<file path="config.mk">
export PLATFORM = sky130hd
export DESIGN_NAME = mmio_console
export DESIGN_NICKNAME = d
export VERILOG_FILES = /design/src/rtl/mmio_console.sv
export SDC_FILE = /design/constraint.sdc
export NUM_CORES = 1
export LEC_CHECK = 0
export CAP_MARGIN = 30
export CORE_AREA = 5 5 137 139
export CTS_BUF_LIST = sky130_fd_sc_hd__clkbuf_8
export DETAILED_ROUTE_END_ITERATION = 8
export DIE_AREA = 0 0 142 144
export GPL_TIMING_DRIVEN = 0
export PLACE_DENSITY_LB_ADDON = 0.15
export SYNTH_ARGS = -nofsm -noshare
export SYNTH_HDL_FRONTEND = slang
export SYNTH_SLANG_ARGS = --single-unit
export TNS_END_PERCENT = 20
</file>
<file path="constraint.sdc">
create_clock -name clk -period 3 [get_ports clk]
set_input_delay 0.6 -clock clk [delete_from_list [all_inputs] [get_ports clk]]
set_output_delay 0.6 -clock clk [all_outputs]
set_load 0.005 [all_outputs]
</file>
<file path="src/rtl/mmio_console.sv">
// Memory-mapped console/exit peripheral: PUTC bytes go through a FIFO to a valid/ready stream.
// Exit indication is sticky and rises only once every buffered byte has drained.
module mmio_console #(
  parameter logic [31:0] PUTC_ADDR = 32'h8000001c,
  parameter logic [31:0] STAT_ADDR = 32'h80000020,
  parameter logic [31:0] EXIT_ADDR = 32'h8000002c,
  parameter int          DEPTH     = 16
) (
  input  logic                       clk,
  input  logic                       resetb,
  input  logic                       wr_en,
  input  logic [31:0]                wr_addr,
  input  logic [31:0]                wr_data,
  input  logic [3:0]                 wr_strb,
  output logic                       wr_hit,
  output logic                       wr_stall,
  input  logic                       rd_en,
  input  logic [31:0]                rd_addr,
  output logic                       rd_hit,
  output logic                       rd_resp,
  output logic [31:0]                rd_data,
  output logic                       tx_valid,
  input  logic                       tx_ready,
  output logic [7:0]                 tx_data,
  output logic [$clog2(DEPTH):0]     level,
  output logic                       exit_valid,
  output logic [31:0]                exit_code
);

  localparam int AW = $clog2(DEPTH);
  localparam int LW = AW + 1;

  typedef enum logic [1:0] {
    RUN   = 2'd0,
    DRAIN = 2'd1,
    DONE  = 2'd2
  } state_t;

  state_t          state_q, state_d;
  logic [7:0]      mem [DEPTH];
  logic [AW-1:0]   wr_ptr, rd_ptr;
  logic            full, empty;
  logic            putc_wr, stat_wr, exit_wr;
  logic            push, pop, exit_take;
  logic [31:0]     status;
  logic            unused_strb;

  assign unused_strb = ^wr_strb[3:1];

  assign full  = (level == LW'(DEPTH));
  assign empty = (level == '0);

  assign putc_wr = wr_en && (wr_addr == PUTC_ADDR);
  assign stat_wr = wr_en && (wr_addr == STAT_ADDR);
  assign exit_wr = wr_en && (wr_addr == EXIT_ADDR);
  assign wr_hit  = putc_wr || stat_wr || exit_wr;

  // A full FIFO stalls even if the head pops this cycle; the write lands next cycle.
  assign wr_stall  = putc_wr && (state_q == RUN) && full;
  assign push      = putc_wr && (state_q == RUN) && !full && wr_strb[0];
  assign exit_take = exit_wr && (state_q == RUN);

  assign tx_valid = !empty;
  assign tx_data  = mem[rd_ptr];
  assign pop      = tx_valid && tx_ready;

  assign rd_hit     = rd_en && (rd_addr == STAT_ADDR);
  assign exit_valid = (state_q == DONE);
  assign status     = {16'h0, 8'(level), 4'h0, state_q, full, empty};

  always_comb begin
    state_d = state_q;
    case (state_q)
      RUN:     if (exit_take) state_d = DRAIN;
      DRAIN:   if (empty)     state_d = DONE;
      DONE:    state_d = DONE;
      default: state_d = RUN;
    endcase
  end

  always_ff @(posedge clk) begin
    if (push) mem[wr_ptr] <= wr_data[7:0];
  end

  always_ff @(posedge clk) begin
    if (resetb) begin
      state_q   <= RUN;
      wr_ptr    <= '0;
      rd_ptr    <= '0;
      level     <= '0;
      exit_code <= '0;
      rd_resp   <= 1'b0;
      rd_data   <= '0;
    end else begin
      state_q <= state_d;
      if (push) wr_ptr <= wr_ptr + AW'(1);
      if (pop)  rd_ptr <= rd_ptr + AW'(1);
      if (push && !pop)      level <= level + LW'(1);
      else if (pop && !push) level <= level - LW'(1);
      if (exit_take) exit_code <= wr_data;
      rd_resp <= rd_hit;
      if (rd_hit) rd_data <= status;
    end
  end

endmodule

</file>
==> results of run 1 <==
-- where the power goes --
part | total (W) | leakage (nW) | switching (W) | internal [W]
Sequential | 0.00277 | 1.64 | 0.00000000000517 | 0.00277
Clock | 0.00159 | 0.197 | 0.000939 | 0.000655
Combinational | 0.000236 | 1.99 | 0.0000930 | 0.000143
-- how the worst max path moves through the flow --
stage	endpoint	depth (start not counted)	slack (ns)
4_1_cts	level[4]	13	-0.16
3_5_place_dp	level[4]	13	-0.86
2_1_floorplan	level[4]	12	0.02
6_report	level[4]	13	-0.06
5_1_grt	level[4]	11	-0.08
3_3_place_gp	mem[0][5]	6	-1.44
-- Yosys cell counts (7+ instances only) --
library cell and instances:
mux2i_1 11, buf_4 23, nand2_1 73, mux4_2 40
ha_1 13, a21oi_1 42, dfxtp_1 61, nor4_1 17
inv_1 13, buf_2 9, edfxtp_1 128, clkbuf_1 11
nor2_1 25, nand2b_1 7, nand3_1 8
-- cell type report --
class | instances | share of cell area (%)
clock buffer | 19 | 2.43
tap | 229 | 2.66
antenna | 1 | 0.0232
multi-input combinational | 310 | 24.9
inverter | 14 | 0.511
clock inverter | 13 | 1.11
timing repair buffer | 195 | 18.1
sequential | 189 | 47.0
buffer | 48 | 3.31
-- layout by cell type, fill, tap and decap left out, drive strengths merged, types with 7 or more instances in the layout --
cell	instances
a21oi	42
buf	71
clkbuf	37
clkdlybuf4s50	126
conb	23
dfxtp	61
dlymetal6s2s	26
edfxtp	128
ha	13
inv	23
mux2i	11
mux4	40
nand2	73
nand2b	7
nand3	8
nor2	25
nor4	21
-- tightest hold or removal path: stages (launching register included) --
cell and delay (ns):
dfxtp_1 0.32, nand2_1 0.05, a21oi_1 0.05
-- layer usage --
layer	track usage, %	vias up
met2	33.6	205
met3	6.32	11
met5	0	-
met1	23.2	2501
met4	4.24	0
li1	-	2441
-- cells by family after synthesis --
| logic type | after synthesis | synth area share [%] |
|---|---|---|
| other | 1 | 0.0482 |
| muxes | 52 | 13.1 |
| DFF | 189 | 65.1 |
| and+or+nand+nor | 164 | 10.5 |
| buffers and inverters | 63 | 4.59 |
| adders and majority gates | 14 | 2.35 |
| AOI/OAI and AO/OA | 51 | 3.52 |
| xor gates and xnor gates | 6 | 0.676 |
-- timing repair --
action | in CTS | in global routing
cloned | 1 | 1
resized for setup | 37 | 61
setup endpoints to repair | 14 | 19
buffers inserted | 8 | 16
pin swaps | 5 | 19
-- sequential cells by signal (all words and copies together), names as in the netlist, named ones only --
name and cells:
mem 128, rd_ptr 4, rd_resp 1, state_q 2, exit_code 32, wr_ptr 4, rd_data 9, level 5
-- per-stage QoR --
step           total power (W)  hold WS (ns)  area (um2)
2_1_floorplan          0.00289         0.448        7940
3_3_place_gp           0.00306         0.440        9840
3_5_place_dp           0.00307         0.445        9950
4_1_cts                0.00464         0.459       10500
5_1_grt                0.00478         0.473       10800
6_report               0.00460         0.455       10800
==> flow_summary.yaml, run 1 <==
routing:
  maxUsedRoutingLayer: "met4"
  dr.pass1.iters: 4
  drtAntennaViolNets: 0
  wl_met3_mm: 1.58
  wl_mm: 19.6
  drcViolationCount: 0
  route.met2.wl_mm: 10.3
  viasPerCell: 5.07
  drt_iter0_drc: 221
  vias: 5158
  wire_per_inst_um: 19.3
  wl_met1_mm: 7.47
worst_setup_path:
  max_stage_delay_ns: 0.44
  reg2reg_slack_ns: 0.03
  worstSetupStartpoint: "wr_addr[24]"
  crit-reg2reg-launch: "state_q[1]"
  crit_required_ns: 3.34
  cp_max_fo: 3
  path_cells: "clkdlybuf4s50_1, nor4_4, and4_4, nand4_1, inv_2, ha_4, inv_4, ha_4, nor2b_4, o21a_1, or3_4, a21oi_4, mux2_4"
  worstPathArrival_ns: 3.41
  cp_top_family: "simple AND/OR/NAND/NOR gates"
  cp-end-kind: "flip-flop"
  r2r_end: "level[4]"
  crit_type: "in -> reg"
  critPathSlowestCell: "clkdlybuf4s50_1"
  reg2regPathDepth: 14
  crit_top_cell: "ha_4"
  timing.critical_path.buf_inv: 3
  startpoint_type: "input port"
clock_tree:
  cts_tree: "done"
  clk_path_buf_depth: 2
  cts.sinks: 189
  clk_pin_slew_worst_paths_ns: 0.10
  clk_latency_ns: 0.45
  htree_levels: 4
  cts_buffers: 17
  cts_hold_buf: 0
  ctsRootBufferMaster: "clkbuf_8"
timing:
  finalHoldViolations: 0
  tightest_slew_ns: 0.941
  setup_viol: 1
  tns_ns: -0.0619
  max_freq_mhz: 327
  post-route-min-period_ns: 3.06
  finalCritPeriodShare_pct: 102
  rsz0062_at_grt: "true"
  fin_ws_ns: -0.0619
  relSlewSlack_pct: 37.0
  maxSlewViolCount: 0
  fin_skew_ns: 0.0124
min_path:
  worstHoldEndpoint: "exit_code[23]"
  whs_path_depth: 2
  min-delay-start: "exit_code[23]"
  hp-class: "reg -> reg"
power_and_ir_drop:
  irDropWorstVdd_uv: 247
  powerDensity_nw_per_um2: 427
  leakagePower_nw: 3.83
floorplan:
  ios: 188
  die_height_um: 144
  die_w_um: 142
  initial_core_util_pct: 44.3
  dieArea_um2: 20400
  fp-row-count: 49
  fp.coreArea_um2: 17500
logic_synthesis:
  synth.area.top_cells: "edfxtp_1, dfxtp_1, mux4_2"
  synthDominantCellAreaShare_pct: 49.4
  async_flop_share_pct: 0
  synth-seq-area-share_pct: 65.1
  ys_ff_latch: 189
  ys_types: 42
  synth_warnings: 0
  synth_edf_count: 128
  syn_area_um2: 7780
  synth-main-ff-cell: "edfxtp_1"
  synth.largest_area_cell: "edfxtp_1"
  avgSynthCellArea_um2: 14.4
  synthCells: 540
placed_design:
  port_buffers: 161
  dp_slack_ns: -0.861
  placed_cells: 960
  dp_hpwl_mm: 14.4
  routabilityCongestion: 0.809
job:
  max-cap-violations: 0
final_layout:
  ff_latch_area_um2: 5070
  layout.nets: 894
  final_cells: 1018
  finish.utilization_pct: 61.5
  multi_input_comb_area_um2: 2680
  drive_gt1_share_pct: 24.4
  syn2layout_area_growth_pct: 38.6
  fillers: 1340
global_route:
  grt_pass1_wl_mm: 29.5
  grt_antenna_before_repair: 1
  grt_usage_pct: 19.2
  grt_max_degree: 19
  grt-ovfl-total: 0
  grt_pass1_vias: 5343
outcome:
  failed_checks: "negative setup slack"
  status: "finished, violations left"
(Power assumes the default switching activity.)
==> run 2: changes to the inputs <==
--- a/config.mk
+++ b/config.mk
@@ -10,7 +10,6 @@
 export CTS_BUF_LIST = sky130_fd_sc_hd__clkbuf_8
 export DETAILED_ROUTE_END_ITERATION = 8
 export DIE_AREA = 0 0 142 144
-export GPL_TIMING_DRIVEN = 0
 export PLACE_DENSITY_LB_ADDON = 0.15
 export SYNTH_ARGS = -nofsm -noshare
 export SYNTH_HDL_FRONTEND = slang
==> flow_summary.yaml, run 2 (same netlist as run 1, synthesis figures left out) <==
timing:
  max_freq_mhz: 338
  finalCritPeriodShare_pct: 98.7
  rsz0062_at_grt: "true"
  timing.hold.ws_ns: 0.455
  relSlewSlack_pct: 50.7
  maxSlewViolCount: 0
  post-route-min-period_ns: 2.96
  fin_skew_ns: 0.0191
  tightest_slew_ns: 0.740
  setup_viol: 0
  finalHoldViolations: 0
clock_tree:
  cts.sinks: 189
  cts_tree: "done"
  htree_levels: 4
  cts_buffers: 17
  clk_pin_slew_worst_paths_ns: 0.09
  ctsRootBufferMaster: "clkbuf_8"
  clk_latency_ns: 0.47
  clk_path_buf_depth: 2
final_layout:
  fillers: 1380
  most-common-layout-cells: "edfxtp_1, clkdlybuf4s50_1, nand2_1, buf_4, dfxtp_1"
  final_area_um2: 10700
  largest_reg_flops: 128
  syn2layout_area_growth_pct: 37.5
  regMostFlops: "mem"
  top_regs: "mem x128, exit_code x32, rd_data x9"
  finish.utilization_pct: 61.0
  final_common_cell: "edfxtp_1"
  drive_gt1_share_pct: 23.4
  layout.nets: 884
floorplan:
  dieArea_um2: 20400
  ios: 188
  initial_core_util_pct: 44.3
  die_w_um: 142
  fp.coreArea_um2: 17500
  fp-row-count: 49
  die_height_um: 144
worst_setup_path:
  cp-end-kind: "flip-flop"
  cp_max_fo: 3
  worstPathArrival_ns: 3.32
  startpoint_type: "input port"
  crit_type: "in -> reg"
  crit_required_ns: 3.35
routing:
  viasPerCell: 5.16
  wire_per_inst_um: 19.3
  drt_iter0_drc: 292
  drcViolationCount: 0
  wl_mm: 19.4
  dr.pass1.iters: 4
  vias: 5202
  drtAntennaViolNets: 0
global_route:
  grt_use_met2_pct: 33.0
  grt-ovfl-total: 0
  grt_pass1_wl_mm: 29.0
  use_met1_pct: 22.7
  grt_antenna_before_repair: 0
  grt_max_degree: 44
  grtUsageMet3_pct: 5.32
  grt_pass1_vias: 5449
  grt_usage_pct: 18.7
  top_usage_layer: "met2"
placed_design:
  routabilityCongestion: 0.763
  port_buffers: 161
  dpl_cell_area_um2: 9980
  dp_hpwl_mm: 13.4
power_and_ir_drop:
  leakagePower_nw: 3.80
  power_w: 0.00466
  irDropWorstVdd_uv: 279
  powerDensity_nw_per_um2: 436
outcome:
  status: "finished clean"
min_path:
  hp-class: "reg -> reg"
job:
  max-cap-violations: 0
run 2: cell count changes in the layout (fill, tap and decap cells not counted), moves of 3 or more:
cell | previous run | this run
nor4_1 | 4 | 11
buf_1 | 3 | 0
clkbuf_4 | 3 | 0
nor4_2 | 12 | 5
buf_4 | 54 | 63
clkbuf_1 | 7 | 0
clkbuf_2 | 7 | 3
run 2: critical path, cell delays in order:
cell	delay [ns]
clkdlybuf4s50_1	0.45
nor4_4	0.16
and4_1	0.25
nand4_1	0.14
inv_2	0.12
ha_4	0.16
buf_6	0.10
fa_2	0.23
nor2b_4	0.05
o21a_1	0.19
or3_4	0.39
a21oi_2	0.17
mux2_4	0.31
run 2: final timing paths:
path	slack [ns]	depth (start not counted)	start	end
max	0.04	13	wr_addr[8]	level[4]
min	0.46	2	exit_code[11]	exit_code[11]
max reg2reg	0.12	14	level[0]	level[4]
min reg2reg	0.46	2	exit_code[11]	exit_code[11]
run 2: power by group:
group | internal [W] | switching [W] | total, W
logic | 0.000127 | 0.0000861 | 0.000213
clock network | 0.000755 | 0.000923 | 0.00168
registers | 0.00277 | 0.00000000000284 | 0.00277
total | 0.00365 | 0.00101 | 0.00466
run 2: timing repair:
action | 4_1_cts | 5_1_grt
resized for setup | 34 | 52
hold buffers | 0 | 0
setup endpoints to repair | 11 | 10
cloned | 2 | 0
buffers inserted | 14 | 7
pin swaps | 3 | 19
run 2: routing by layer:
metal / vias to the layer above / wire length, um
met1: 2560 / 7660
met3: 21 / 1310
met4: 0 / 215
met2: 204 / 10200
li1: 2417 / -
met5: - / 0
run 2: final cells by class:
class,count,area [um2],area share (%)
inverter,14,55.1,0.515
sequential,189,5070,47.4
clock buffer,17,234,2.19
timing repair buffer,233,2260,21.1
tap,229,287,2.68
multi-input combinational,310,2620,24.5
antenna,1,2.50,0.0234
clock inverter,15,161,1.51
run 2: per-stage QoR:
stage | instances | setup WS [ns] | setup TNS, ns
3_5_place_dp | 954 | -0.594 | -0.898
5_1_grt | 1007 | -0.0865 | -0.0879
2_1_floorplan | 562 | 0.0224 | 0
6_report | 1008 | 0.0382 | 0
3_3_place_gp | 954 | -0.545 | -0.772
4_1_cts | 1002 | -0.0977 | -0.329
==> run 3: changes to the inputs <==
==> constraint.sdc (replaced) <==
create_clock -name clk -period 3 [get_ports clk]
set_input_delay 0.6 -clock clk [delete_from_list [all_inputs] [get_ports clk]]
set_output_delay 0.6 -clock clk [all_outputs]
set_load 0.1 [all_outputs]
==> flow_summary.yaml, run 3 (same netlist as run 1, synthesis figures left out) <==
final_layout:
  final_cells: 984
  syn2layout_area_growth_pct: 34.8
  final_area_um2: 10500
  final_common_cell: "edfxtp_1"
  drive_gt1_share_pct: 27.9
  regMostFlops: "mem"
  top_regs: "mem x128, exit_code x32, rd_data x9"
  antennaDiodeCount: 0
  layout.nets: 861
  largest_reg_flops: 128
  fillers: 1418
  most-common-layout-cells: "edfxtp_1, buf_4, clkdlybuf4s50_1, nand2_1, dfxtp_1"
routing:
  wl_mm: 18.8
  wire_per_inst_um: 19.1
  dr.pass1.iters: 5
  drcViolationCount: 0
  drt_iter0_drc: 253
  viasPerCell: 5.11
  drtAntennaViolNets: 0
  vias: 5027
clock_tree:
  clk_pin_slew_worst_paths_ns: 0.09
  htree_levels: 4
  clk_latency_ns: 0.45
  ctsRootBufferMaster: "clkbuf_8"
  cts.sinks: 189
  clk_path_buf_depth: 2
  cts_buffers: 17
  cts_tree: "done"
global_route:
  grt_pass1_wl_mm: 28.6
  grt_usage_pct: 18.5
  grtUsageMet3_pct: 5.03
  grt_use_met2_pct: 32.6
  use_met1_pct: 23.0
  grt_max_degree: 44
  grt_pass1_vias: 5278
  grt-ovfl-total: 0
  top_usage_layer: "met2"
  grt_antenna_before_repair: 0
placed_design:
  dpl_cell_area_um2: 9940
  dp_hpwl_mm: 13.4
  placed_cells: 946
  routabilityCongestion: 0.747
  port_buffers: 161
timing:
  setup_viol: 0
  relSlewSlack_pct: 46.9
  fin_skew_ns: 0.0128
  max_freq_mhz: 337
  maxSlewViolCount: 0
  finalCritPeriodShare_pct: 98.9
  rsz0062_at_grt: "true"
  tightest_slew_ns: 0.797
  post-route-min-period_ns: 2.97
  finalHoldViolations: 0
power_and_ir_drop:
  power_frac_clock_pct: 35.4
  irDropWorstVdd_uv: 251
  powerDensity_nw_per_um2: 458
  swShare_pct: 22.2
  leakagePower_nw: 3.69
  p_int_w: 0.00373
  pwr-share-comb_pct: 7.0
  seqPwrFrac_pct: 57.7
  p_switching_w: 0.00107
worst_setup_path:
  r2r_end: "level[4]"
  worstPathArrival_ns: 3.31
  cp_max_fo: 3
  reg2reg_slack_ns: 0.12
  crit_type: "in -> reg"
  crit_required_ns: 3.34
  startpoint_type: "input port"
  reg2regPathDepth: 14
  cp-end-kind: "flip-flop"
  crit-reg2reg-launch: "state_q[0]"
job:
  max-cap-violations: 0
floorplan:
  fp.coreArea_um2: 17500
  die_w_um: 142
  die_height_um: 144
  ios: 188
  fp-row-count: 49
  dieArea_um2: 20400
  initial_core_util_pct: 44.3
outcome:
  status: "finished clean"
min_path:
  hp-class: "reg -> reg"
  whs_path_depth: 2
  worstHoldEndpoint: "exit_code[5]"
  min-delay-start: "exit_code[5]"
-- run 3: routing by layer --
layer | vias up | wire length, um
met3 | 8 | 1230
met1 | 2472 | 7400
li1 | 2370 | -
met4 | 0 | 103
met5 | - | 0
met2 | 177 | 10100
-- run 3: power by group through the flow --
| stage | sequential, W | combinational, W | clock [W] |
|---|---|---|---|
| after floorplan | 0.00283 | 0.000173 | 0 |
| after global placement | 0.00283 | 0.000325 | 0 |
| after detailed placement | 0.00283 | 0.000333 | 0 |
| after CTS | 0.00277 | 0.000333 | 0.00175 |
| after global routing | 0.00277 | 0.000350 | 0.00186 |
| final | 0.00277 | 0.000334 | 0.00170 |
-- run 3: metrics by stage --
step                hold WS [ns]  util (%)  TNS [ns]  power, W  worst slack [ns]
floorplan                  0.459         -         0   0.00300           0.00892
global placement           0.442      56.7    -0.593   0.00316            -0.498
detailed placement         0.449      56.7    -0.724   0.00316            -0.554
CTS                        0.463      59.3   -0.0114   0.00485           -0.0110
global route               0.478      59.8   -0.0804   0.00498           -0.0233
finish                     0.460      59.8         0   0.00480            0.0337
-- run 3: area by class of cell --
cell class | count | area [um2] | share of cell area (%)
clock inverter | 13 | 150 | 1.43
timing repair buffer | 210 | 2040 | 19.5
sequential | 189 | 5080 | 48.5
clock buffer | 19 | 262 | 2.50
tap | 229 | 287 | 2.73
inverter | 14 | 52.6 | 0.501
multi-input combinational | 310 | 2600 | 24.8
-- run 3: worst max-delay path: stages --
cell	delay, ns
clkdlybuf4s50_1	0.44
nor4_4	0.29
and4_1	0.24
nand4_1	0.13
inv_2	0.12
ha_4	0.14
inv_2	0.05
ha_4	0.21
nor2b_1	0.14
o21a_1	0.17
or3_1	0.32
a21oi_2	0.13
mux2_2	0.33
-- run 3: how the worst max path moves through the flow --
| stage | start | slack [ns] | end |
|---|---|---|---|
| after floorplan | level[4] | 0.009 | level[4] |
| after global placement | wr_addr[24] | -0.50 | level[4] |
| after detailed placement | wr_addr[24] | -0.55 | level[4] |
| after CTS | flip-flop | -0.01 | tx_data[0] |
| after global routing | flip-flop | -0.02 | tx_data[0] |
| final | wr_addr[8] | 0.03 | level[4] |
-- run 3: timing repair --
item                                    CTS  global route
setup buffers                             2             2
pin swaps                                 3             6
cloned                                    1             1
hold buffers                              0             0
gates resized for setup                   4            10
endpoints found under the setup margin    9             9
==> patch: new RTL, flow settings as in run 3 <==
`DEPTH`: 16 -> 8.
--- a/src/rtl/mmio_console.sv
+++ b/src/rtl/mmio_console.sv
@@ -4,7 +4,7 @@
   parameter logic [31:0] PUTC_ADDR = 32'h8000001c,
   parameter logic [31:0] STAT_ADDR = 32'h80000020,
   parameter logic [31:0] EXIT_ADDR = 32'h8000002c,
-  parameter int          DEPTH     = 16
+  parameter int          DEPTH     = 8
 ) (
   input  logic                       clk,
   input  logic                       resetb,
Interface: changed (resized level); port bits go from 188 to 187. The function was not compared with the original's and may differ.
==> patch against run 3 <==
  * Sequential share of layout area is 8.3 points lower
  * Highest routed layer unchanged
  * Routed wire length is 31% lower
  * Design area is 27% lower
  * Worst setup slack gained 0.055 ns
  * Sequential cell count fell by 69
  * Global-route usage fell by 5.6 points
  * Power decreased by 26%
  * Synthesized area fell by 34%
==> patch: results (changes against run 3) <==
| Metric | Value |
|---|---|
| Routed wire per std cell | `15.82 microns (-17%)` |
| Dpl ws | `-0.4973 ns (+0.05642 ns)` |
| Post-synthesis sequential area ratio | `59.30% (-5.8 points)` |
| Vias per cell | `4.339 (-15%)` |
| Hold path start | `exit_code[1]$_SDFFE_PP0P_` |
| DP Cell Count | `777 (-18%)` |
| Worst IR Drop VDD | `0.3484 mV (+39%)` |
| Clk Latency, worst-skew pair | `0.42 ns (-0.03 ns)` |
| WHS Endpoint | `exit_code[1]$_SDFFE_PP0P_` |
| Hold path cells | `2 (unchanged)` |
| Crit-path max cell delay | `0.42 ns (-0.02 ns)` |
| Worst EP arrival | `2.31 ns (-1.00 ns)` |
| Final nets | `688 (-20%)` |
| Clock Path Buffers | `2 (unchanged)` |
| Inserted Clock Buffers | `17 (unchanged)` |
| Worst hold path type | `flip-flop to flip-flop` |
| Post-DP Area | `7157 sq um (-28%)` |
| Initial antenna violation count | `0 (unchanged)` |
| Worst slew pin tran | `0.6807 ns (-0.1158 ns)` |
| EDFF count, synth | `64 (-50%)` |
| Final non-filler cell total | `815 (-17%)` |
| Synth area leaders | `edfxtp_1 (37%), dfxtp_1 (22%), mux2i_1 (8.6%)` |
| Critical path origin | `wr_addr[7]` |
| Top FF cell, synth | `edfxtp_1` |
| GRT Total Usage | `12.94% (-5.6 points)` |
| Largest net degree at the start of global routing | `39 (-11%)` |
| Status | `finished clean` |
| Ys Warns | `0 (unchanged)` |
| FF-to-FF Start | `state_q[0]$_SDFFE_PP0P_` |
| R2R depth | `13 (-1)` |
| Vias in the first global route | `3,902 (-26%)` |
| PortBufs | `159 (-1.2%)` |
| Violation count after the first detailed-routing iteration | `114 (-55%)` |
| CP top delay family | `buffers and inverters` |
| Commonest cells in the netlist | `edfxtp_1 (64), dfxtp_1 (56), nor2_1 (54)` |
| Critical Path End | `wr_hit` |
| Clk pin slew, worst setup/hold paths | `0.07 ns (-0.02 ns)` |
| Post-route cell area | `7597 sq um (-27%)` |
| Share of post-route cells with drive strength above 1 | `31.23% (+3.3 points)` |
| Drt pass-1 iters | `4 (-1)` |
| Reg2reg setup slack | `0.15 ns (+0.03 ns)` |
| Async S/R FF share, synth | `0% (unchanged)` |
| Routability congestion estimate | `0.7453 (-0.24%)` |
| Cell variety after synth | `41 (-2.4%)` |
| Worst r2r dst | `level[3]$_SDFFE_PP0P_` |
| Fill count | `1,689 (+19%)` |
| FMAX | `0.3435 GHz (+1.9%)` |
| Global-route wire length before repair | `20.33 mm (-29%)` |
| Worst Skew | `0.007093 ns (-0.005717 ns)` |
| Regs by FF count | `mem: 64 flops, exit_code: 32 flops, rd_data: 8 flops` |
| Pleak | `2.830 nW (-23%)` |
| Synth Instances | `370 (-31%)` |
| DP HPWL | `9.472 mm (-29%)` |
==> patch: cell count changes after synthesis, sizes merged, moves of 24 or more <==
cell,before,now
a21oi,42,5
nand2,73,7
edfxtp,128,64
nor2,25,54
mux4,40,16
mux2i,11,44
==> patch: layout make-up <==
cell class	instances	area share [%]
Inverter	6	0.2964
Tap cell	229	3.771
Clock inverter	11	0.7576
Multi-Input combinational cell	228	26.20
Timing Repair Buffer	200	24.93
Clock buffer	21	3.804
Sequential cell	120	40.23
==> patch: what timing repair did <==
item,CTS,global route
resized for setup,34,1
pin swaps,18,5
endpoints found under the setup margin,3,4
buffers inserted,5,1
==> patch: metrics by stage <==
stage               hold slack, ns  total power, mW  setup TNS (ns)
floorplan                   0.4541            2.121         -0.2137
global placement            0.4757            2.305          -8.493
detailed placement          0.4869            2.311          -10.16
CTS                         0.5057            3.596               0
global route                0.5282            3.689        -0.01787
finish                      0.4987            3.540               0
==> patch: metal layers <==
metal	track usage, %	part of all wire [%]	vias up
met5	0	0	-
met4	3.182	0.79	0
met3	6.581	9.3	10
met2	21.59	48	128
met1	14.84	41	1681
li1	-	-	1717
==> patch: cells by family after synthesis <==
| family | Yosys count | share of synthesized area (%) |
|---|---|---|
| flip-flops | 120 | 59.30 |
| AND/OR/NAND/NOR | 109 | 12.75 |
| multiplexers | 68 | 17.36 |
| buffers and inverters | 45 | 5.535 |
| adder cells (fa/ha/maj) | 10 | 2.585 |
| AO/OA/AOI/OAI | 9 | 1.024 |
| XOR/XNOR | 8 | 1.365 |
| other | 1 | 0.07308 |
==> patch: where the power goes <==
part	internal [mW]	total, mW	leakage (nW)	switching [mW]
Clock	0.643	1.27	0.193	0.627
Combinational	0.195	0.527	1.61	0.333
Sequential	1.73	1.74	1.03	0.0104
Total	2.57	3.54	2.83	0.970
